File: src/rtl/mod_determinante_seq.sv
// Sequential signed determinant (2x2 / 3x3) that time-shares one multiplier.
// Optional macro DET_SATURATE_EN: clamp resultado on overflow instead of wrapping.
module mod_determinante_seq #(
  parameter int WIDTH = 8
) (
  input  logic                 clk,
  input  logic                 rst_n,
  input  logic                 start,
  input  logic                 modo,
  input  logic [9*WIDTH-1:0]   matriz,
  output logic                 busy,
  output logic                 done,
  output logic [WIDTH-1:0]     resultado,
  output logic [3*WIDTH+2:0]   resultado_full,
  output logic                 overflow
);

  localparam int FULL_W = 3*WIDTH+3;
  localparam logic signed [FULL_W-1:0] MAXV = FULL_W'(2**(WIDTH-1)-1);
  localparam logic signed [FULL_W-1:0] MINV = FULL_W'(-(2**(WIDTH-1)));

  typedef enum logic [1:0] {IDLE, CALC, FIM} state_t;
  typedef enum logic [2:0] {OP_NONE, OP_LDMIN, OP_SUBMIN, OP_ADDACC, OP_SUBACC, OP_LDACC} op_t;

  state_t                     state;
  logic [9*WIDTH-1:0]         mreg;
  logic                       modo_r;
  logic [3:0]                 step;
  logic signed [FULL_W-1:0]   acc;
  logic signed [FULL_W-1:0]   minor;

  logic signed [FULL_W-1:0]   e [9];
  logic signed [FULL_W-1:0]   opa, opb, prod;
  logic signed [FULL_W-1:0]   acc_next, minor_next;
  logic                       last_step;
  logic                       ovf_next;
  logic [WIDTH-1:0]           res_next;
  op_t                        op;

  always_comb begin
    for (int k = 0; k < 9; k++) begin
      e[k] = FULL_W'(signed'(mreg[k*WIDTH +: WIDTH]));
    end
  end

  // Step schedule: 3x3 runs three steps per cofactor term (two products build
  // the minor, the third scales it by the row-0 element into the accumulator).
  always_comb begin
    opa       = '0;
    opb       = '0;
    op        = OP_NONE;
    last_step = 1'b0;
    if (modo_r) begin
      case (step)
        4'd0: begin opa = e[4]; opb = e[8];  op = OP_LDMIN;  end
        4'd1: begin opa = e[5]; opb = e[7];  op = OP_SUBMIN; end
        4'd2: begin opa = e[0]; opb = minor; op = OP_ADDACC; end
        4'd3: begin opa = e[3]; opb = e[8];  op = OP_LDMIN;  end
        4'd4: begin opa = e[5]; opb = e[6];  op = OP_SUBMIN; end
        4'd5: begin opa = e[1]; opb = minor; op = OP_SUBACC; end
        4'd6: begin opa = e[3]; opb = e[7];  op = OP_LDMIN;  end
        4'd7: begin opa = e[4]; opb = e[6];  op = OP_SUBMIN; end
        4'd8: begin opa = e[2]; opb = minor; op = OP_ADDACC; last_step = 1'b1; end
        default: ;
      endcase
    end else begin
      case (step)
        4'd0: begin opa = e[0]; opb = e[4]; op = OP_LDACC; end
        4'd1: begin opa = e[1]; opb = e[3]; op = OP_SUBACC; last_step = 1'b1; end
        default: ;
      endcase
    end
  end

  assign prod = opa * opb;

  always_comb begin
    acc_next   = acc;
    minor_next = minor;
    case (op)
      OP_LDMIN:  minor_next = prod;
      OP_SUBMIN: minor_next = minor - prod;
      OP_ADDACC: acc_next   = acc + prod;
      OP_SUBACC: acc_next   = acc - prod;
      OP_LDACC:  acc_next   = prod;
      default: ;
    endcase
  end

  always_comb begin
    ovf_next = (acc_next > MAXV) || (acc_next < MINV);
`ifdef DET_SATURATE_EN
    if (acc_next > MAXV)
      res_next = MAXV[WIDTH-1:0];
    else if (acc_next < MINV)
      res_next = MINV[WIDTH-1:0];
    else
      res_next = acc_next[WIDTH-1:0];
`else
    res_next = acc_next[WIDTH-1:0];
`endif
  end

  // Control FSM; start is ignored while done is high so a new request lands
  // in the cycle after the done pulse.
  always_ff @(posedge clk or negedge rst_n) begin
    if (!rst_n) begin
      state          <= IDLE;
      mreg           <= '0;
      modo_r         <= 1'b0;
      step           <= '0;
      acc            <= '0;
      minor          <= '0;
      busy           <= 1'b0;
      done           <= 1'b0;
      resultado      <= '0;
      resultado_full <= '0;
      overflow       <= 1'b0;
    end else begin
      done <= 1'b0;
      case (state)
        IDLE: begin
          if (start && !done) begin
            mreg   <= matriz;
            modo_r <= modo;
            acc    <= '0;
            minor  <= '0;
            step   <= '0;
            busy   <= 1'b1;
            state  <= CALC;
          end
        end
        CALC: begin
          acc   <= acc_next;
          minor <= minor_next;
          step  <= step + 4'd1;
          if (last_step) begin
            resultado_full <= acc_next;
            overflow       <= ovf_next;
            resultado      <= res_next;
            state          <= FIM;
          end
        end
        FIM: begin
          busy  <= 1'b0;
          done  <= 1'b1;
          state <= IDLE;
        end
        default: state <= IDLE;
      endcase
    end
  end

endmodule

File: config.mk
export PLATFORM = sky130hd
export DESIGN_NAME = mod_determinante_seq
export DESIGN_NICKNAME = d
export VERILOG_FILES = /design/src/rtl/mod_determinante_seq.sv
export SDC_FILE = /design/constraint.sdc
export NUM_CORES = 1
export LEC_CHECK = 0
export CAP_MARGIN = 25
export CORE_MARGIN = 2
export CORE_UTILIZATION = 60
export CTS_CLUSTER_SIZE = 14
export DETAILED_ROUTE_END_ITERATION = 6
export MAX_ROUTING_LAYER = met4
export PLACE_DENSITY = 0.91
export RECOVER_POWER = 25
export SYNTH_ARGS = -nofsm -noshare
export SYNTH_HDL_FRONTEND = slang
export SYNTH_SLANG_ARGS = --single-unit
File: constraint.sdc
create_clock -name clk -period 15.2 [get_ports clk]
set_clock_uncertainty 0.2 [all_clocks]
set_input_delay 3.04 -clock clk [delete_from_list [all_inputs] [get_ports clk]]
set_output_delay 3.04 -clock clk [all_outputs]
set_load 0.005 [all_outputs]
## Word level (Yosys, flattened, before mapping)

Cells that the tools add are included.

| storage, ports and cells | value |
|---|---|
| bits in registers | 171 |
| logic and storage cells | 84 |

| operators by class | value |
|---|---|
| $lt $le $gt $ge | 2 |
| reduce and logical (&&, ||, !) cells | 23 |
| muxes and demuxes | 25 |
| multipliers | 1 |
| equality and inequality tests | 18 |
| add/sub/neg operators | 4 |

Operator list:

| operator | number |
|---|---|
| $pmux 27 s2 | 5 |
| $pmux 27 s6 | 1 |
| $pmux 27 s4 | 1 |
| $mux 27 | 3 |
| $pmux 27 s3 | 1 |
| $sub 27x27->27 | 2 |
| $add 27x27->27 | 1 |
| $gt 27x8->1 const B | 1 |
| $lt 27x8->1 const B | 1 |
| $mul 27x27->27 | 1 |
| $eq 4x3->1 const B | 4 |
| $reduce_or 2->1 | 7 |
| $pmux 3 s4 | 1 |
| $reduce_and 2->1 | 5 |
| $reduce_or 3->1 | 3 |
| $eq 4x2->1 const B | 2 |
| $pmux 4 s2 | 1 |
| $eq 3x2->1 const B | 2 |
| $eq 3x3->1 const B | 2 |
| $pmux 3 s2 | 1 |
| $mux 1 | 5 |
| $add 4x1->4 const B | 1 |
| $eq 4x1->1 const B | 1 |
| $eq 4x4->1 const B | 1 |
| 17 further kinds | 20 |

## Logic depth before layout (Yosys ltp)

| logic depth | value |
|---|---|
| word-level depth | 9 |
| depth in mapped cells | 50 |
| depth with buffers taken out | 46 |

## Worst setup path before layout

No wires, ideal clock.

| path | value |
|---|---|
| kind | register -> register |
| from | register step[0] |
| to | register overflow |
| data required time | 14.859 ns |
| setup slack | 4.541 ns |
| period minus slack after synthesis | 10.659 ns |
| path buffers | 4 |
| cell stages (with the launch flop) | 42 |
| arrival | 10.318 ns |
| cells stage by stage | dfrtp_1 -> inv_1 -> ha_1 -> buf_2 -> nand2b_4 -> mux2i_1 -> buf_4 -> clkbuf_1 -> clkbuf_1 -> a222oi_1 -> o21ai_0 -> nand2_1 -> fa_1 -> inv_1 -> fa_1 -> inv_1 -> fa_1 -> fa_1 -> (+6 left out) -> ha_1 -> or4_1 -> nand2_1 -> a21oi_1 -> o21a_1 -> a311oi_2 -> xor2_1 -> nand4_2 -> nor4_4 -> nor2_1 -> xor2_1 -> ha_1 -> o21ai_0 -> a32oi_1 -> xor2_2 -> mux2_2 -> o41ai_2 -> a21oi_1 |

| between the ends | value |
|---|---|
| word-level cells in the longest chain between the ends | 9 |
| elaborated cells on any way between the ends | 42 |
| classes of those cells | add/sub: 2; mul: 1; order compare: 2; eq/ne: 11; mux: 13; reduce/logical: 13 |

RTL lines:

| item | line | text |
|---|---|---|
| from (decl) | 28 | `logic [3:0] step;` |
| from (signal assigned) | 136 | `step <= step + 4'd1;` |
| $eq 4x4->1, or another cell as far along | 54 | `case (step)` |
| $reduce_or 3->1 (no line) or $reduce_or 2->1 (tied branches) | - |  |
| $pmux 27 s4 or $pmux 27 s6 (tied branches) | 54 |  |
| $mux 27 | 53 | `if (modo_r) begin` |
| $mul 27x27->27 | 75 | `assign prod = opa * opb;` |
| $sub 27x27->27 or $add 27x27->27 (tied branches) | 84, 83 |  |
| $pmux 27 s3 | 80 | `case (op)` |
| $gt 27x8->1 or $lt 27x8->1 (tied branches) | 91 | `ovf_next = (acc_next > MAXV) \|\| (acc_next < MINV);` |
| $logic_or 1x1->1 | 91 |  |
| to (signal assigned) | 139 | `overflow <= ovf_next;` |
| to (decl) | 15 | `output logic overflow` |

Several ways; a longest one is shown, not always the timed one.
A chain may end at the register's enable or synchronous reset.

## Worst setup path in the final report

| path | value |
|---|---|
| from | register step[1] |
| to | register overflow |

Same word-level chain as after synthesis.

==> flow_metrics.env <==
export IMPL_outcome="complete, but fails checks"
export IMPL_violations="design-rule violations, max-capacitance violations, max-slew violations"
export IMPL_slowest_delay_ns=1.19
export IMPL_track_usage_pct=34.5
export IMPL_slowest_stage="nor4b_1"
export IMPL_placed_cells=2920
export IMPL_root_buffer="clkbuf_16"
export IMPL_clk_latency_ns=0.46
export IMPL_cp_arrival_ns=12.64
export IMPL_antenna_found_initial=0
export IMPL_antenna_left=0
export IMPL_cp_end_kind="flop"
export IMPL_fp_dieW_um=187
export IMPL_post_synth_cell_area_avg_sq_um=8.27
export IMPL_hold_end="mreg[55]"
export IMPL_fmax_mhz=79.8
export IMPL_vias=17900
export IMPL_r2r_start="step[1]"
export IMPL_wirelength_mm=56.7
export IMPL_critPathKind="reg -> reg"
export IMPL_synth_ff_type="dfrtp_1"
export IMPL_cts_tree="built"
export IMPL_core_rowCount=67
export IMPL_clk_pin_slew_ns=0.08
export IMPL_multi_input_area_sq_um=14400
export IMPL_ys_seq_area_share_pct=20.2
export IMPL_cp_start_kind="flop"
export IMPL_synth_cell_type_count=105
export IMPL_place_ws_ns=3.26
export IMPL_layout_min_cycle_time_ns=12.53
export IMPL_clock_sinks=163
export IMPL_grt_pass1_vias=18700
export IMPL_grt_max_degree=100
export IMPL_portBuffers=113
export IMPL_io_pins=114
export IMPL_routedWlPerCell_um=19.2
export IMPL_cp_required_ns=15.31
export IMPL_cts_hold_buffers=0
export IMPL_cts_htree_levels=4
export IMPL_diodes=0
export IMPL_synth_seq_cells=163
export IMPL_ys_warn_count=0
export IMPL_gp_congestion=0.993
export IMPL_synth_edf_count=0
export IMPL_overflow=0
export IMPL_syn_inst=2444
export IMPL_r2r_slack_ns=2.67
export IMPL_final_nets=2932
export IMPL_start_util_pct=60.5
export IMPL_ctsResizeCount=0
export IMPL_synthArstFlopShare_pct=100
export IMPL_setup_viol=0
export IMPL_setup_worst_path_start="step[1]"
export IMPL_min_path_cells=2
export IMPL_post_cts_buffers=0
export IMPL_synth_nets=2885
export IMPL_max_slew_margin_rel_pct=-242
export IMPL_cp_max_fo=15
export IMPL_finalCritPeriodShare_pct=82.4
export IMPL_core_area_sq_um=33400
export IMPL_timing_final_ws_setup_ns=2.67
export IMPL_fillers=2666
export IMPL_grt_pass1_wl_mm=94.7
export IMPL_numCtsBuffers=17
export IMPL_via_per_inst=6.06
export IMPL_crit_top_cell="inv_1"
export IMPL_hpwl_mm=44.5
export IMPL_drive_gt1_share_pct=4.63
export IMPL_area_growth_pct=10.0
export IMPL_drt_iter0_markers=1631
export IMPL_reg2regPathDepth=40
export IMPL_die_area_sq_um=35200
export IMPL_seq_area_sq_um=4080
export IMPL_finalHoldViolations=0
export IMPL_stdcell_count=2952
export IMPL_drc_errors=11
export IMPL_cap_violations=1
export IMPL_die_h_um=187
export IMPL_firstDrtPassIters=7
export IMPL_holdCritStartpoint="mreg[55]"
export IMPL_tns_ns=0
export IMPL_timing_rr_end="overflow"
export IMPL_tightest_slew_ns=5.13
export IMPL_rsz0062_at_grt="no"
export IMPL_hp_class="reg -> reg"
export IMPL_drv_slew=100
export IMPL_cts_buffer_depth=2
export IMPL_synth_area_sq_um=20200
-- final cells by class --
class	count	share of cell area (%)
clock buffer	17	1.91
tap	448	2.52
clock inverter	15	0.845
inverter	341	5.76
multi-input combinational	1833	64.7
timing repair buffer	135	5.93
sequential	163	18.4
-- state kept, by name (all words and copies together) (netlist names), 2 cells and up --
signal,cells
mreg,72
resultado_full,20
state,2
minor,27
step,4
acc,27
resultado,7
-- cells by family after synthesis --
group | after synthesis | share of synthesized area, %
flip-flops | 163 | 20.2
multiplexers | 17 | 0.917
buffers and inverters | 448 | 8.72
AO/OA/AOI/OAI | 493 | 16.5
XOR/XNOR | 99 | 4.66
adder cells (fa/ha/maj) | 365 | 29.9
AND/OR/NAND/NOR | 859 | 19.1
-- worst max-delay path by stage --
stage	cells after the start	end	slack, ns
finish	40	overflow	2.67
global route	37	overflow	2.08
CTS	37	overflow	3.19
detailed placement	37	overflow	3.26
global placement	39	overflow	3.42
floorplan	41	overflow	4.54
-- layer usage --
metal	global-route usage, %	part of all wire (%)	vias up
li1	-	-	8209
met1	43.6	41	8619
met2	55.8	47	893
met3	7.45	8.5	166
met4	10.9	3.1	0
met5	-	0	-
-- synth_stat cells (12+ instances only) --
master | n | area [sq um]
nand2_1 | 429 | 1610
inv_1 | 339 | 1270
nor2_1 | 197 | 739
fa_1 | 196 | 3920
ha_1 | 169 | 2110
dfrtp_1 | 163 | 4080
o21ai_0 | 142 | 711
a21oi_1 | 103 | 515
clkbuf_1 | 78 | 293
xnor2_1 | 62 | 543
nand3_1 | 59 | 295
nor3_1 | 33 | 165
xor2_1 | 31 | 272
a21o_1 | 29 | 218
o21a_1 | 23 | 173
and2_1 | 20 | 125
a22oi_1 | 19 | 143
a31oi_1 | 19 | 119
nand2b_1 | 17 | 106
and3_1 | 15 | 93.8
or3_1 | 14 | 87.6
a211oi_1 | 12 | 90.1
a222oi_1 | 12 | 120
o211ai_1 | 12 | 90.1
-- metrics by stage --
stage	hold WS, ns	area (sq um)	utilization, %
final	0.275	22200	66.6
after global routing	0.311	22200	66.6
after CTS	0.276	22200	66.7
after detailed placement	0.258	21600	64.8
after global placement	0.256	21600	64.7
after floorplan	0.238	20200	-
-- placed cells by master, fill, tap and decap left out, types with 20 or more instances in the layout --
cell type        netlist  routed
dfrtp_1              163     163
nand2_1              429     429
xnor2_1               62      62
a21oi_1              103     103
and2_1                20      20
fa_1                 196     196
nor2_1               197     197
o21ai_0              142     142
buf_4                 10      20
inv_1                339     339
o21a_1                23      23
nand3_1               59      59
a21o_1                29      29
nor3_1                33      33
xor2_1                31      31
clkdlybuf4s50_1        0     112
ha_1                 169     169
-- worst max-delay path: cells and delay by family, from the launching register on --
family          cells  cell delay, ns
fa+ha+maj          10            4.17
buf+inv             6            0.39
xor+xnor            3            0.94
mux                 1            0.39
compound gates     11            3.19
simple gates        9            2.70
flops               1            0.43
Power is left out: the tool's default activity adds up to more than one toggle a clock period on the data nets, which glitch-free logic cannot reach.
